===== config.mk =====
export PLATFORM = sky130hd
export DESIGN_NAME = mem_arbiter
export DESIGN_NICKNAME = d
export VERILOG_FILES = /design/src/rtl/mem_arb_pkg.sv /design/src/rtl/mem_arb_slot.sv /design/src/rtl/mem_arbiter.sv
export SDC_FILE = /design/constraint.sdc
export NUM_CORES = 1
export LEC_CHECK = 0
export ABC_AREA = 1
export CORE_ASPECT_RATIO = 0.7
export CORE_MARGIN = 2
export CORE_UTILIZATION = 40
export DETAILED_ROUTE_END_ITERATION = 8
export PLACE_DENSITY = 0.71
export SLEW_MARGIN = 20
export SYNTH_ARGS = -nofsm -noshare
export SYNTH_HDL_FRONTEND = slang
export SYNTH_HIERARCHICAL = 1
export SYNTH_SLANG_ARGS = --single-unit

===== constraint.sdc =====
create_clock -name CLK -period 5.32 [get_ports CLK]
set_input_delay 0.798 -clock CLK [delete_from_list [all_inputs] [get_ports CLK]]
set_output_delay 0.798 -clock CLK [all_outputs]
set_load 0.1 [all_outputs]

===== src/rtl/mem_arb_pkg.sv =====
// ============================================================================
// Module   : mem_arb_pkg
// Brief    : Shared types and constants for the mem_arbiter memory-bus arbiter.
// Revision : 1.0 - initial release
// ============================================================================
`default_nettype none

package mem_arb_pkg;

  typedef enum logic [1:0] {
    IDLE  = 2'd0,
    ISSUE = 2'd1,
    RESP  = 2'd2
  } arb_state_e;

  typedef enum logic [1:0] {
    SEL_WR = 2'd0,
    SEL_DR = 2'd1,
    SEL_IR = 2'd2
  } arb_sel_e;

  localparam logic [31:0] C_ERR_DATA_DEF = 32'h0000_0000;

endpackage

`default_nettype wire


===== src/rtl/mem_arb_slot.sv =====
// ============================================================================
// Module   : mem_arb_slot
// Brief    : Request capture register with a full flag, capture enable and clear.
// Revision : 1.0 - initial release
// ============================================================================
`default_nettype none

module mem_arb_slot #(
  parameter int unsigned W = 32
) (
  input  logic         clk_i,
  input  logic         rst_i,
  input  logic         cap_i,
  input  logic         clr_i,
  input  logic [W-1:0] d_i,
  output logic         full_o,
  output logic [W-1:0] q_o
);

  logic         full_q;
  logic [W-1:0] data_q;

  // Capture only ever happens with the slot empty, so ordering against clear is moot.
  always_ff @(posedge clk_i or posedge rst_i) begin
    if (rst_i) begin
      full_q <= 1'b0;
      data_q <= '0;
    end else begin
      if (clr_i) begin
        full_q <= 1'b0;
      end
      if (cap_i) begin
        full_q <= 1'b1;
        data_q <= d_i;
      end
    end
  end

  assign full_o = full_q;
  assign q_o    = data_q;

endmodule

`default_nettype wire


===== src/rtl/mem_arbiter.sv =====
// ============================================================================
// Module   : mem_arbiter
// Brief    : Shares one memory bus between instruction-read and data read/write
//            channels; optional transaction timeout under MEM_ARB_TIMEOUT_EN.
// Revision : 1.0 - initial release
// ============================================================================
`default_nettype none

module mem_arbiter
  import mem_arb_pkg::*;
#(
  parameter int unsigned TIMEOUT_CYC = 1024,
  parameter logic [31:0] ERR_DATA    = C_ERR_DATA_DEF
) (
  input  logic        CLK,
  input  logic        RST,
  input  logic        INST_RDEN,
  input  logic [31:0] INST_RIADDR,
  output logic [31:0] INST_ROADDR,
  output logic        INST_RVALID,
  output logic [31:0] INST_RDATA,
  input  logic        DATA_RDEN,
  input  logic [31:0] DATA_RIADDR,
  output logic [31:0] DATA_ROADDR,
  output logic        DATA_RVALID,
  output logic [31:0] DATA_RDATA,
  input  logic        DATA_WREN,
  input  logic [3:0]  DATA_WSTRB,
  input  logic [31:0] DATA_WADDR,
  input  logic [31:0] DATA_WDATA,
  output logic        MEM_WAIT,
  output logic        BUS_REQ,
  output logic        BUS_WE,
  output logic [31:0] BUS_ADDR,
  output logic [3:0]  BUS_WSTRB,
  output logic [31:0] BUS_WDATA,
  input  logic        BUS_GNT,
  input  logic        BUS_RVALID,
  input  logic [31:0] BUS_RDATA,
  output logic        BUS_TIMEOUT
);

  arb_state_e state_q, state_d;
  arb_sel_e   sel_q, sel_d;

  logic        w_cap;
  logic        w_wr_full, w_dr_full, w_ir_full;
  logic        w_wr_pend, w_dr_pend, w_ir_pend;
  logic [67:0] w_wr_q;
  logic [31:0] w_dr_q, w_ir_q;
  logic        w_clr_wr, w_clr_dr, w_clr_ir;
  logic        w_done, w_load, w_expired, w_timeout;
  logic [31:0] w_load_data;

  logic        inst_rvalid_q, data_rvalid_q;
  logic [31:0] inst_rdata_q, inst_roaddr_q, data_rdata_q, data_roaddr_q;

  assign MEM_WAIT = w_wr_full | w_dr_full | w_ir_full;
  assign w_cap    = ~MEM_WAIT;

  mem_arb_slot #(.W(68)) u_wr_slot (
    .clk_i  (CLK),
    .rst_i  (RST),
    .cap_i  (w_cap & DATA_WREN),
    .clr_i  (w_clr_wr),
    .d_i    ({DATA_WADDR, DATA_WDATA, DATA_WSTRB}),
    .full_o (w_wr_full),
    .q_o    (w_wr_q)
  );

  mem_arb_slot #(.W(32)) u_dr_slot (
    .clk_i  (CLK),
    .rst_i  (RST),
    .cap_i  (w_cap & DATA_RDEN),
    .clr_i  (w_clr_dr),
    .d_i    (DATA_RIADDR),
    .full_o (w_dr_full),
    .q_o    (w_dr_q)
  );

  mem_arb_slot #(.W(32)) u_ir_slot (
    .clk_i  (CLK),
    .rst_i  (RST),
    .cap_i  (w_cap & INST_RDEN),
    .clr_i  (w_clr_ir),
    .d_i    (INST_RIADDR),
    .full_o (w_ir_full),
    .q_o    (w_ir_q)
  );

  // Requests being captured this edge count as pending so issue starts one cycle later.
  assign w_wr_pend = w_wr_full | (w_cap & DATA_WREN);
  assign w_dr_pend = w_dr_full | (w_cap & DATA_RDEN);
  assign w_ir_pend = w_ir_full | (w_cap & INST_RDEN);

`ifdef MEM_ARB_TIMEOUT_EN
  localparam logic [15:0] C_TO_LAST = 16'(TIMEOUT_CYC - 1);
  logic [15:0] cnt_q, cnt_d;

  // Held at zero while idle, which is equivalent to clearing on entry to ISSUE.
  assign cnt_d     = (state_q == IDLE) ? 16'd0 : cnt_q + 16'd1;
  assign w_expired = (state_q != IDLE) && (cnt_q == C_TO_LAST);

  always_ff @(posedge CLK or posedge RST) begin
    if (RST) begin
      cnt_q <= 16'd0;
    end else begin
      cnt_q <= cnt_d;
    end
  end
`else
  logic unused_timeout_cyc;
  assign unused_timeout_cyc = ^TIMEOUT_CYC;
  assign w_expired          = 1'b0;
`endif

  always_comb begin
    state_d     = state_q;
    sel_d       = sel_q;
    w_done      = 1'b0;
    w_load      = 1'b0;
    w_load_data = BUS_RDATA;
    w_timeout   = 1'b0;
    case (state_q)
      IDLE: begin
        if (w_wr_pend | w_dr_pend | w_ir_pend) begin
          state_d = ISSUE;
          if (w_wr_pend)      sel_d = SEL_WR;
          else if (w_dr_pend) sel_d = SEL_DR;
          else                sel_d = SEL_IR;
        end
      end
      ISSUE: begin
        if (w_expired) begin
          w_timeout   = 1'b1;
          w_done      = 1'b1;
          w_load      = (sel_q != SEL_WR);
          w_load_data = ERR_DATA;
          state_d     = IDLE;
        end else if (BUS_GNT) begin
          if (sel_q == SEL_WR) begin
            w_done  = 1'b1;
            state_d = IDLE;
          end else begin
            state_d = RESP;
          end
        end
      end
      RESP: begin
        if (BUS_RVALID) begin
          w_done  = 1'b1;
          w_load  = 1'b1;
          state_d = IDLE;
        end else if (w_expired) begin
          w_timeout   = 1'b1;
          w_done      = 1'b1;
          w_load      = 1'b1;
          w_load_data = ERR_DATA;
          state_d     = IDLE;
        end
      end
      default: state_d = IDLE;
    endcase
  end

  assign w_clr_wr    = w_done && (sel_q == SEL_WR);
  assign w_clr_dr    = w_done && (sel_q == SEL_DR);
  assign w_clr_ir    = w_done && (sel_q == SEL_IR);
  assign BUS_TIMEOUT = w_timeout;

  always_comb begin
    BUS_REQ   = (state_q == ISSUE);
    BUS_WE    = 1'b0;
    BUS_ADDR  = 32'd0;
    BUS_WSTRB = 4'd0;
    BUS_WDATA = 32'd0;
    if (state_q == ISSUE) begin
      case (sel_q)
        SEL_WR: begin
          BUS_WE                           = 1'b1;
          {BUS_ADDR, BUS_WDATA, BUS_WSTRB} = w_wr_q;
        end
        SEL_DR:  BUS_ADDR = w_dr_q;
        default: BUS_ADDR = w_ir_q;
      endcase
    end
  end

  always_ff @(posedge CLK or posedge RST) begin
    if (RST) begin
      state_q       <= IDLE;
      sel_q         <= SEL_WR;
      inst_rvalid_q <= 1'b0;
      data_rvalid_q <= 1'b0;
      inst_rdata_q  <= 32'd0;
      inst_roaddr_q <= 32'd0;
      data_rdata_q  <= 32'd0;
      data_roaddr_q <= 32'd0;
    end else begin
      state_q       <= state_d;
      sel_q         <= sel_d;
      inst_rvalid_q <= w_load && (sel_q == SEL_IR);
      data_rvalid_q <= w_load && (sel_q == SEL_DR);
      if (w_load && (sel_q == SEL_IR)) begin
        inst_rdata_q  <= w_load_data;
        inst_roaddr_q <= w_ir_q;
      end
      if (w_load && (sel_q == SEL_DR)) begin
        data_rdata_q  <= w_load_data;
        data_roaddr_q <= w_dr_q;
      end
    end
  end

  assign INST_RVALID = inst_rvalid_q;
  assign INST_RDATA  = inst_rdata_q;
  assign INST_ROADDR = inst_roaddr_q;
  assign DATA_RVALID = data_rvalid_q;
  assign DATA_RDATA  = data_rdata_q;
  assign DATA_ROADDR = data_roaddr_q;

endmodule

`default_nettype wire


## Word level (Yosys, flattened, before mapping)

Index checks and enable logic that the tools add are counted.
Widths: inputs -> output; s select.

- Register bits: 269
- Latch bits: 0
- Memory bits (writable): 0
- Memory bits (read-only): 0
- Input bits: 171
- Output and inout port bits: 202
- Word-level logic and storage cells: 69
- Memories kept: 0

- $add $sub $neg: 0
- $mul: 0
- Div/mod/pow operators: 0
- Order comparisons: 0
- Equality and inequality tests: 7
- Shifts and indexed selects: 0
- Muxes and demuxes: 25
- Bitwise gates (word level): 11
- Reductions and logical operators: 12

Operator list:

| operator | count |
|---|---|
| $mux 32 | 3 |
| $pmux 32 s2 | 1 |
| $mux 2 | 6 |
| $mux 1 | 11 |
| $mux 4 | 2 |
| $or 1x1->1 | 7 |
| $pmux 2 s3 | 1 |
| $reduce_bool 2->1 | 3 |
| $logic_and 1x1->1 | 5 |
| $eq 2x1->1 const B | 2 |
| $eq 2x2->1 const B | 2 |
| $logic_not 2->1 | 2 |
| $ne 2x2->1 const B | 2 |
| $and 1x1->1 | 3 |
| $reduce_and 3->1 | 1 |
| $ne 2x1->1 const B | 1 |
| $pmux 1 s2 | 1 |
| $reduce_and 2->1 | 1 |
| $not 1->1 | 1 |

## Logic depth before layout (Yosys ltp)

Gate-level depths: netlist of run 1.

- Word-level depth: 9
- Depth in mapped cells: 11
- Mapped depth without buffers: 11

## Hierarchy

Netlist of run 1, hierarchy kept.

Modules (own cells, without submodules):

| module | times used | cells each | area each (µm²) | sequential area each (µm²) |
|---|---|---|---|---|
| mem_arbiter | 1 | 853 | 6,376.1 | 3,353.2 |
| mem_arb_slot at u_dr_slot ... | 2 | 141 | 1,330.0 | 825.8 |
| mem_arb_slot at u_wr_slot | 1 | 293 | 2,615.0 | 1,726.7 |

## Least setup slack after synthesis of run 1

No wires, ideal clock.

- Path type: reg2out
- From: reg state_q[1]
- To: out BUS_WDATA[10]
- Arrival time: 3.234 ns
- Data required time: 4.522 ns
- Setup slack: 1.288 ns
- Cell stages (with the launch flop): 6
- Buffers on the path: 1
- Path through: dfrtp_1 -> inv_1 -> ha_1 -> nand2_1 -> clkbuf_1 -> nor2_1

- Cells in the longest elaborated chain, start to end: 2

Ends and longest elaborated chain:

| element | RTL line | text |
|---|---|---|
| start, declared | mem_arbiter.sv:43 | `arb_state_e state_q, state_d;` |
| start signal, assigned | mem_arbiter.sv:200 | `state_q <= state_d;` |
| $eq 2x1->1 | - |  |
| named net BUS_REQ | mem_arbiter.sv:32 | `output logic BUS_REQ,` |
| $mux 32 | mem_arbiter.sv:177 | `if (state_q == ISSUE) begin` |
| end, declared | mem_arbiter.sv:36 | `output logic [31:0] BUS_WDATA,` |

The timed path passes the listed nets, and every way through them passes these cells.

## Worst setup path in the final report of run 1

- From: reg sel_q[1]
- To: out BUS_ADDR[12]

- Cells in the longest elaborated chain, start to end: 3
- Elaborated cells between the ends (all ways): 4
- Those cells by class: eq/ne (1); mux (2); reduce/logical (1)

Ends and longest elaborated chain:

| element | RTL line | text |
|---|---|---|
| start, declared | mem_arbiter.sv:44 | `arb_sel_e sel_q, sel_d;` |
| start signal, assigned | mem_arbiter.sv:201 | `sel_q <= sel_d;` |
| $eq 2x1->1 or $logic_not 2->1 (tied branches) | mem_arbiter.sv:178 | `case (sel_q)` |
| $pmux 32 s2 * | mem_arbiter.sv:178 |  |
| $mux 32 * | mem_arbiter.sv:177 |  |
| end, declared | mem_arbiter.sv:34 | `output logic [31:0] BUS_ADDR,` |

Mark *: on every way between the ends. The rest lies on a longest branch, timed or not.

==> results of run 1 <==
## sequential cells by signal (all words and copies together), names as in the netlist
signal / count
u_dr_slot/q_o: 32
INST_RDATA: 32
INST_RVALID: 1
DATA_ROADDR: 32
u_wr_slot/full_o: 1
DATA_RVALID: 1
INST_ROADDR: 32
u_dr_slot/full_o: 1
state_q: 2
u_wr_slot/q_o: 68
DATA_RDATA: 32
u_ir_slot/full_o: 1
u_ir_slot/q_o: 32
sel_q: 2
## cell usage after synthesis (3+ instances only)
cell | instances | area share, %
dfrtp_1 | 269 | 58
nand3_1 | 3 | 0.13
clkbuf_8 | 6 | 0.71
o21ai_1 | 39 | 1.7
nand2_1 | 624 | 20
inv_1 | 182 | 5.9
ha_1 | 3 | 0.32
buf_4 | 6 | 0.39
a21oi_1 | 3 | 0.13
o21ai_2 | 4 | 0.30
nor2_1 | 78 | 2.5
buf_2 | 25 | 1.1
clkbuf_1 | 23 | 0.74
buf_6 | 11 | 1.1
nand2_2 | 19 | 1.0
o21ai_0 | 119 | 5.1
## layout by cell type (no fill, tap or decap)
master and count:
a21oi_1 3, buf_16 1, buf_4 78, bufinv_16 4, clkbuf_1 5, clkbuf_16 27
clkbuf_8 8, clkdlybuf4s50_1 302, clkinv_2 5, clkinvlp_4 2, conb_1 1, dfrtp_1 269
diode_2 2, ha_1 3, inv_1 178, inv_2 2, inv_4 3, inv_6 2
inv_8 2, nand2_1 623, nand2_2 20, nand3_1 3, nand4_1 1, nor2_1 75
nor2_2 1, nor2_4 3, nor3_1 1, nor3_4 1, o21ai_0 119, o21ai_1 39
o21ai_2 4, o22ai_1 1
## worst max-delay path, cell delays in order (launching register included)
cell     delay [ns]
dfrtp_1        0.59
buf_4          0.40
nor2_1         0.14
inv_1          0.71
buf_4          0.33
nor2_1         0.05
o21ai_0        0.20
inv_1          0.06
buf_4          0.23
## metrics by stage
step           utilization [%]  instance area, sq um  hold WS, ns  worst slack [ns]  cells
4_1_cts                   56.5                 16300        0.474              1.24   2164
3_3_place_gp              53.1                 15300        0.453              1.97   2113
3_5_place_dp              53.2                 15300        0.458              1.84   2114
6_report                  56.5                 16300        0.470              1.24   2166
2_1_floorplan                -                 11700        0.442             0.939   1428
5_1_grt                   56.5                 16300        0.488              1.07   2166
## logic make-up (layout without fill, tap and decap cells)
| group | Yosys count | after routing | share of synthesized area (%) |
|---|---|---|---|
| AO/OA/AOI/OAI | 166 | 166 | 7.27 |
| buffers and inverters | 261 | 619 | 10.5 |
| adder cells (fa/ha/maj) | 3 | 3 | 0.322 |
| AND/OR/NAND/NOR | 728 | 728 | 24.1 |
| other | 1 | 3 | 0.0322 |
| flip-flops | 269 | 269 | 57.8 |
## worst paths after layout
check / startpoint / endpoint / cells after the start
worst max-delay path: sel_q[1] / BUS_ADDR[12] / 8
max in group asynchronous: RST / DATA_RDATA[30] / 3
worst min register to register: INST_ROADDR[11] / INST_ROADDR[11] / 2
min in group asynchronous: RST / u_wr_slot/q_o[48] / 2
worst max register to register: state_q[1] / u_ir_slot/full_o / 11
worst min-delay path: INST_ROADDR[11] / INST_ROADDR[11] / 2
## per-layer routing
layer | wire [um] | track usage, % | share of wire, %
met3 | 2770 | 6.20 | 7.6
met2 | 16800 | 38.8 | 46
met4 | 880 | 6.13 | 2.4
met1 | 16000 | 31.5 | 44
met5 | 0 | 0 | 0
## area by class of cell
| class | instances | area, sq um |
|---|---|---|
| inverters | 188 | 736 |
| flip-flops and latches | 269 | 6730 |
| clock buffers | 40 | 805 |
| clock inverters | 10 | 159 |
| fillers | 2631 | 12500 |
| well taps | 378 | 473 |
| repair buffers | 381 | 3640 |
| diodes | 2 | 5.00 |
| multi-input cells | 898 | 3720 |
==> qor.yml, run 1 <==
sta:
  setup_viol: 0
  period_share_pct: 76.8
  slew_viol_final: 0
  period_needed_ns: 4.09
  rsz0062_at_grt: "no"
  fin_setup_tns_ns: 0
  tightest_slew_ns: 1.17
  hold_viol: 0
  max_freq_ghz: 0.245
  skew_ns: 0.0118
  maxSlewHeadroom_pct: 21.9
yosys:
  synth-seq-area-share_pct: 57.8
  synth_seq_cells: 269
  synth-edff-count: 0
  async_flop_share_pct: 100
  syn_avg_cell_area_sq_um: 8.16
  synth_ff_type: "dfrtp_1"
  yosysWarnings: 6
  syn_nets: 1602
  synthCells: 1428
  synth.distinct_cells: 26
  synth_area_sq_um: 11700
clock_tree:
  numCtsBuffers: 27
  clock-sinks: 269
  clockBufferDepth: 3
  root_buffer: "clkbuf_16"
  cts_max_level: 1
  cts_resized: 0
  clk_latency_ns: 0.54
  clk_pin_slew_ns: 0.07
  tritoncts: "yes"
  cts_setup_buffers: 0
  holdBufCountCts: 0
setup_path:
  crit_path_end_kind: "output pin"
  worst-setup-path-type: "flop to output pin"
  worst-r2r-setup-slack_ns: 2.69
  required_ns: 4.52
  cp_max_fo: 26
  start_kind: "flop"
  arrival_ns: 3.29
detailed_routing:
  ant_nets: 0
  via_per_inst: 4.65
  finalWirelength_mm: 36.4
  drc_errors: 0
  vias: 10100
  first_pass_iters: 5
  wl_per_cell_um: 16.8
  first_iter_violations: 697
cells_and_area:
  finalNetCount: 1939
  drive_gt1_share_pct: 9.13
  area_growth_pct: 39.6
place:
  place_hpwl_mm: 26.0
  routabilityCongestion: 0.858
  port_buffers: 371
die:
  rows: 52
  fp.dieW_um: 208
  io_pins: 373
  start_util_pct: 40.5
  core_area_sq_um: 28800
  fp.dieArea_sq_um: 30500
  fp.dieH_um: 147
global_route:
  track_usage_pct: 23.7
  grt_pass1_vias: 9960
  grt_overflow: 0
  grt_pass1_wl_mm: 56.5
  grt_antenna_before_repair: 3
  grt_max_degree: 79
outcome:
  outcome: "completed"
job:
  maxCapViolations: 0
min_path:
  hold_class: "flop to flop"
Power of run 1 is not shown: default switching activity piles up to over one toggle a cycle in this logic, so the estimate is an artifact.
==> run 2, diff against run 1 <==
- clock period: 5.32 -> 3.8 ns (I/O delays scaled with it)
==> run 2 against run 1 <==
Worst setup slack worse by 0.85 ns. Clock-buffer cell count increased by 2. First-iteration DRC count fell by 2.0%. Routed wire length is 0.32% higher. Critical endpoint is now BUS_ADDR[31]. Sequential share of layout area fell by 1.1 points.
==> qor.yml, run 2 (same netlist as run 1, synthesis figures left out) <==
sta:
  setup_viol: 0  # unchanged
  rsz0062_at_grt: "no"  # unchanged
  skew_ns: 0.00554  # was 0.0118 ns
  slew_viol_final: 0  # unchanged
  tightest_slew_ns: 1.11  # was 1.17 ns
  period_share_pct: 89.9
  period_needed_ns: 3.42
  maxSlewHeadroom_pct: 25.6  # was 21.9%
  max_freq_ghz: 0.293
  fin_setup_tns_ns: 0  # unchanged
  hold_viol: 0  # unchanged
cells_and_area:
  layout_common_cells: "624 x nand2_1, 299 x clkdlybuf4s50_1, 268 x dfrtp_1"  # was 623 x nand2_1, 302 x clkdlybuf4s50_1, 269 x dfrtp_1
  final_util_pct: 58.1  # was 56.5%
  final_common_cell: "nand2_1"  # unchanged
  finalNetCount: 1945  # was 1939
  area_growth_pct: 43.4  # was 39.6%
  drive_gt1_share_pct: 9.38  # was 9.13%
  largest_reg_flops: 68  # unchanged
  fin_cells: 2171  # was 2166
global_route:
  track_usage_pct: 23.9  # was 23.7%
  grt_pass1_wl_mm: 57.1  # was 56.5 mm
  grt_pass1_vias: 10000  # was 9960
  grt_max_degree: 96  # was 79
  grt_overflow: 0  # unchanged
  grt_antenna_before_repair: 1  # was 3
setup_path:
  rr_worst_depth: 8  # was 11
  required_ns: 3.23  # was 4.52 ns
  worst-setup-path-type: "flop to output pin"  # unchanged
  arrival_ns: 2.85  # was 3.29 ns
  crit_path_end_kind: "output pin"  # unchanged
  start_kind: "flop"  # unchanged
  worst-r2r-setup-slack_ns: 1.11  # was 2.69 ns
  cp_max_fo: 34  # was 26
  critPathSlowestCell: "nand2_2"  # was inv_1
  r2r_start: "sel_q[1]"  # was state_q[1]
  slowest_delay_ns: 0.53  # was 0.71 ns
  regToRegEndpoint: "DATA_RDATA[7]"  # was u_ir_slot/full_o
  crit_top_cell: "o21ai_0"  # was buf_4
  worstPathCellList: "buf_4 > inv_4 > nand2_2 > o21ai_0 > o21ai_0 > inv_1 > buf_12"  # was buf_4 > nor2_1 > inv_1 > buf_4 > nor2_1 > o21ai_0 > inv_1 > buf_4
die:
  core_area_sq_um: 28800  # unchanged
  start_util_pct: 40.5  # unchanged
  fp.dieW_um: 208  # unchanged
  io_pins: 373  # unchanged
  fp.dieArea_sq_um: 30500  # unchanged
  rows: 52  # unchanged
  fp.dieH_um: 147  # unchanged
detailed_routing:
  wl_per_cell_um: 16.8  # about the same
  drc_errors: 0  # unchanged
  first_iter_violations: 683  # was 697
  finalWirelength_mm: 36.6  # was 36.4 mm
  via_per_inst: 4.71  # was 4.65
  vias: 10200  # was 10100
  ant_nets: 0  # unchanged
  first_pass_iters: 6  # was 5
place:
  dp_cells: 2120  # was 2114
  place_hpwl_mm: 26.3  # was 26.0 mm
  port_buffers: 371  # unchanged
  routabilityCongestion: 0.891  # was 0.858
clock_tree:
  clockBufferDepth: 3  # unchanged
  clk_pin_slew_ns: 0.06  # was 0.07 ns
  holdBufCountCts: 0  # unchanged
  clock-sinks: 269  # unchanged
  tritoncts: "yes"  # unchanged
  root_buffer: "clkbuf_16"  # unchanged
  cts_resized: 0  # unchanged
  cts_max_level: 1  # unchanged
  numCtsBuffers: 27  # unchanged
  clk_latency_ns: 0.54  # about the same
  cts_setup_buffers: 0  # unchanged
min_path:
  worstHoldPathCells: 2  # unchanged
  whs_endpoint: "u_wr_slot/q_o[18]"  # was INST_ROADDR[11]
  hold_class: "flop to flop"  # unchanged
  hold_start: "u_wr_slot/q_o[18]"  # was INST_ROADDR[11]
outcome:
  outcome: "completed"  # unchanged
job:
  maxCapViolations: 0  # unchanged
-- run 2: layout make-up --
class | count | area [sq um]
Fill cell | 2596 | 12100
Multi-Input combinational cell | 898 | 3710
Tap cell | 378 | 473
Clock buffer | 42 | 802
Timing Repair Buffer | 387 | 4130
Sequential cell | 269 | 6730
Inverter | 188 | 734
Antenna cell | 2 | 5.00
Clock inverter | 7 | 114
-- run 2: stage by stage --
step                setup slack, ns  cell area, sq um  hold slack, ns
floorplan                  -0.00438             11700           0.442
global placement              0.922             15800           0.453
detailed placement            0.928             15800           0.458
CTS                           0.352             16700           0.473
global route                  0.219             16700           0.490
finish                        0.383             16700           0.469
-- run 2: worst max-delay path, delay by kind of cell (launching register included) --
family                 cells  cell delay (ns)
AND/OR/NAND/NOR            1             0.53
flip-flops                 1             0.35
buffers and inverters      4             0.81
AO/OA/AOI/OAI              2             0.61
-- run 2: how the worst max path moves through the flow --
stage                     depth (start not counted)            end  startpoint
after floorplan                                   5  BUS_WDATA[10]  state_q[1]
after global placement                            7   BUS_ADDR[31]    sel_q[1]
after detailed placement                          7   BUS_ADDR[31]    sel_q[1]
after CTS                                         7   BUS_ADDR[31]    sel_q[1]
after global routing                              7   BUS_ADDR[31]    sel_q[1]
final                                             7   BUS_ADDR[31]    sel_q[1]
-- run 2: layer usage --
metal / vias to the layer above / routed length (um) / global-route usage (%)
li1: 4947 / - / -
met1: 4887 / 16600 / 33.4
met2: 339 / 16700 / 38.3
met3: 53 / 2400 / 5.47
met4: 0 / 846 / 5.50
met5: - / 0 / 0
Power of run 2 is left out for the same reason.
==> run 3, diff against run 2 <==
- PLACE_DENSITY: 0.71 -> 0.72
- REMOVE_ABC_BUFFERS: unset -> 1
- SYNTH_HIERARCHICAL: 1 -> unset
- clock period: 3.8 -> 3.65 ns (I/O delays scaled with it)
==> run 3 against run 2 <==
Area after synthesis down 4.6%. First-iteration DRC count down 8.2%. Die area down 4.5%. Utilization up 2.7 points. Non-clock buffer count up 4. Global-route usage down 1.0 points. Design area up 0.34%. Worst setup slack better by 0.090 ns. Cell count down 8.3%. Highest routed layer is now met5.
==> qor.yml, run 3 <==
sta:
  period_needed_ns: 3.18
  period_share_pct: 87.0
  rsz0062_at_grt: "no"  # unchanged
  maxSlewHeadroom_pct: 29.4  # was 25.6%
  setup_viol: 0  # unchanged
  max_freq_ghz: 0.315
  tightest_slew_ns: 1.06  # was 1.11 ns
  hold_slack_ns: 0.469  # about the same
  skew_ns: 0.0128  # was 0.00554 ns
  slew_viol_final: 0  # unchanged
  hold_viol: 0  # unchanged
cells_and_area:
  final_util_pct: 60.8  # was 58.1%
  layout_common_cells: "305 x nand2_1, 301 x clkdlybuf4s50_1, 268 x dfrtp_1"  # was 624 x nand2_1, 299 x clkdlybuf4s50_1, 268 x dfrtp_1
  final_common_cell: "nand2_1"  # unchanged
  stdcell_area_sq_um: 16800  # was 16700 sq um
  fill_cells: 2337  # was 2596
  fin_cells: 1991  # was 2171
  finalNetCount: 1773  # was 1945
  largest_reg_flops: 68  # unchanged
  drive_gt1_share_pct: 10.8  # was 9.38%
  area_growth_pct: 50.8  # was 43.4%
die:
  fp.dieH_um: 143  # was 147 um
  core_area_sq_um: 27600  # was 28800 sq um
  io_pins: 373  # unchanged
  rows: 51  # was 52
  fp.dieW_um: 203  # was 208 um
  start_util_pct: 40.3  # was 40.5%
  fp.dieArea_sq_um: 29200  # was 30500 sq um
yosys:
  synth-seq-area-share_pct: 60.6  # was 57.8%
  synth-edff-count: 0  # unchanged
  synth.area.top_cells: "dfrtp_1 61%, nand2_1 10%, o21ai_0 9.5%, inv_1 5.9%, nor2_1 3.6%"  # was dfrtp_1 58%, nand2_1 20%, inv_1 5.9%, o21ai_0 5.1%, nor2_1 2.5%
  synth_most_common_cell: "nand2_1"  # unchanged
  yosys-top-cells-count: "305 x nand2_1, 269 x dfrtp_1, 212 x o21ai_0, 176 x inv_1, 107 x nor2_1"  # was 624 x nand2_1, 269 x dfrtp_1, 182 x inv_1, 119 x o21ai_0, 78 x nor2_1
  yosysTopAreaCell: "dfrtp_1"  # unchanged
  synth_ff_type: "dfrtp_1"  # unchanged
  synth.distinct_cells: 28  # was 26
  async_flop_share_pct: 100  # unchanged
  synth_area_sq_um: 11100  # was 11700 sq um
  synth_seq_cells: 269  # unchanged
  synthCells: 1247  # was 1428
  yosysWarnings: 0  # was 6
  syn_avg_cell_area_sq_um: 8.91  # was 8.16 sq um
  yosysTopAreaCellShare_pct: 60.6  # was 57.8%
clock_tree:
  numCtsBuffers: 27  # unchanged
  cts_max_level: 1  # unchanged
  clk_pin_slew_ns: 0.06  # about the same
  holdBufCountCts: 0  # unchanged
  root_buffer: "clkbuf_16"  # unchanged
  clock-sinks: 269  # unchanged
  tritoncts: "yes"  # unchanged
  clockBufferDepth: 3  # unchanged
  clk_latency_ns: 0.53  # was 0.54 ns
  cts_setup_buffers: 0  # unchanged
  cts_resized: 0  # unchanged
setup_path:
  arrival_ns: 2.63  # was 2.85 ns
  slowest_delay_ns: 0.59  # was 0.53 ns
  crit_path_end_kind: "output pin"  # unchanged
  worst-setup-path-type: "flop to output pin"  # unchanged
  critPathTopFamily: "simple AND/OR/NAND/NOR gates"  # was buffers and inverters
  required_ns: 3.10  # was 3.23 ns
  critical_path_buf_inv_count: 1  # was 4
  critPathSlowestCell: "dfrtp_2"  # was nand2_2
  worstPathCellList: "nor2_1 > nand2_2 > nor2_1 > buf_12"  # was buf_4 > inv_4 > nand2_2 > o21ai_0 > o21ai_0 > inv_1 > buf_12
  crit_top_cell: "nor2_1"  # was o21ai_0
  start_kind: "flop"  # unchanged
  cp_max_fo: 37  # was 34
detailed_routing:
  wl_per_cell_um: 16.9  # was 16.8 um
  via_per_inst: 4.79  # was 4.71
  drc_errors: 0  # unchanged
  finalWirelength_mm: 33.6  # was 36.6 mm
  first_pass_iters: 5  # was 6
  vias: 9537  # was 10200
  first_iter_violations: 627  # was 683
  ant_nets: 0  # unchanged
global_route:
  grt_pass1_vias: 9442  # was 10000
  grt_pass1_wl_mm: 52.2  # was 57.1 mm
  track_usage_pct: 22.9  # was 23.9%
  grt_max_degree: 103  # was 96
  grt_overflow: 0  # unchanged
  grt_antenna_before_repair: 4  # was 1
place:
  port_buffers: 371  # unchanged
  postPlaceCellArea_sq_um: 15900  # was 15800 sq um
  routabilityCongestion: 0.878  # was 0.891
  dp_cells: 1941  # was 2120
  place_hpwl_mm: 23.6  # was 26.3 mm
min_path:
  hold_class: "flop to flop"  # unchanged
outcome:
  outcome: "completed"  # unchanged
job:
  maxCapViolations: 0  # unchanged
run 3: cell count changes after synthesis, moves of 4 or more:
cell      before  now
a21oi_1        3   35
buf_6         11    2
clkbuf_1      23   33
clkbuf_8       6    0
inv_1        182  176
mux2_2         0   31
nand2_1      624  305
nand2_2       19    2
nor2_1        78  107
o21ai_0      119  212
o21ai_1       39   19
o21ai_2        4    0
run 3: stage by stage:
step           setup WS, ns   TNS, ns
2_1_floorplan         -4.31  -1179.56
3_3_place_gp           1.10         0
3_5_place_dp           1.04         0
4_1_cts               0.441         0
5_1_grt               0.298         0
6_report              0.473         0
run 3: final cells by class:
class | instances | area (sq um) | area share, %
Clock inverter | 7 | 85.1 | 0.508
Sequential cell | 269 | 6730 | 40.2
Timing Repair Buffer | 391 | 4600 | 27.5
Inverter | 181 | 694 | 4.14
Clock buffer | 41 | 788 | 4.70
Multi-Input combinational cell | 729 | 3390 | 20.2
Antenna cell | 2 | 5.00 | 0.0299
Tap cell | 371 | 464 | 2.77
run 3: metal layers:
layer  vias up  part of all wire (%)  wire (um)  track usage, %
li1       4575                     -          -               -
met1      4579                    45      15000            31.4
met2       334                    45      15100            36.0
met3        47                   8.3       2780            6.67
met4         2                   2.2        740            5.46
met5         -                 0.036         12               0
run 3: final timing paths:
path                                 from               end  slack, ns  cells past startpoint
max                              sel_q[1]      BUS_WDATA[6]       0.47                      4
min                        INST_ROADDR[2]    INST_ROADDR[2]       0.47                      2
max reg2reg                      sel_q[1]    DATA_RDATA[30]       1.10                      7
min reg2reg                INST_ROADDR[2]    INST_ROADDR[2]       0.47                      2
max in group asynchronous             RST  u_wr_slot.q_o[0]       2.25                      3
min in group asynchronous             RST    INST_RDATA[29]       0.52                      2
run 3: kinds of logic after synthesis:
group           Yosys count  share of synthesized area [%]
simple gates            425                           14.8
flops                   269                           60.6
other cells               1                         0.0337
buf+inv                 249                           8.97
fa+ha+maj                 3                          0.338
mux                      31                           3.14
compound gates          269                           12.2
run 3: worst register-to-register path: stages, from the launching register on:
cell and delay (ns):
dfrtp_2 0.68, inv_4 0.10, nand2_2 0.62, nor2_2 0.13
inv_4 0.11, buf_4 0.47, nand2_1 0.21, o21ai_0 0.14
Power of run 3 is left out for the same reason.
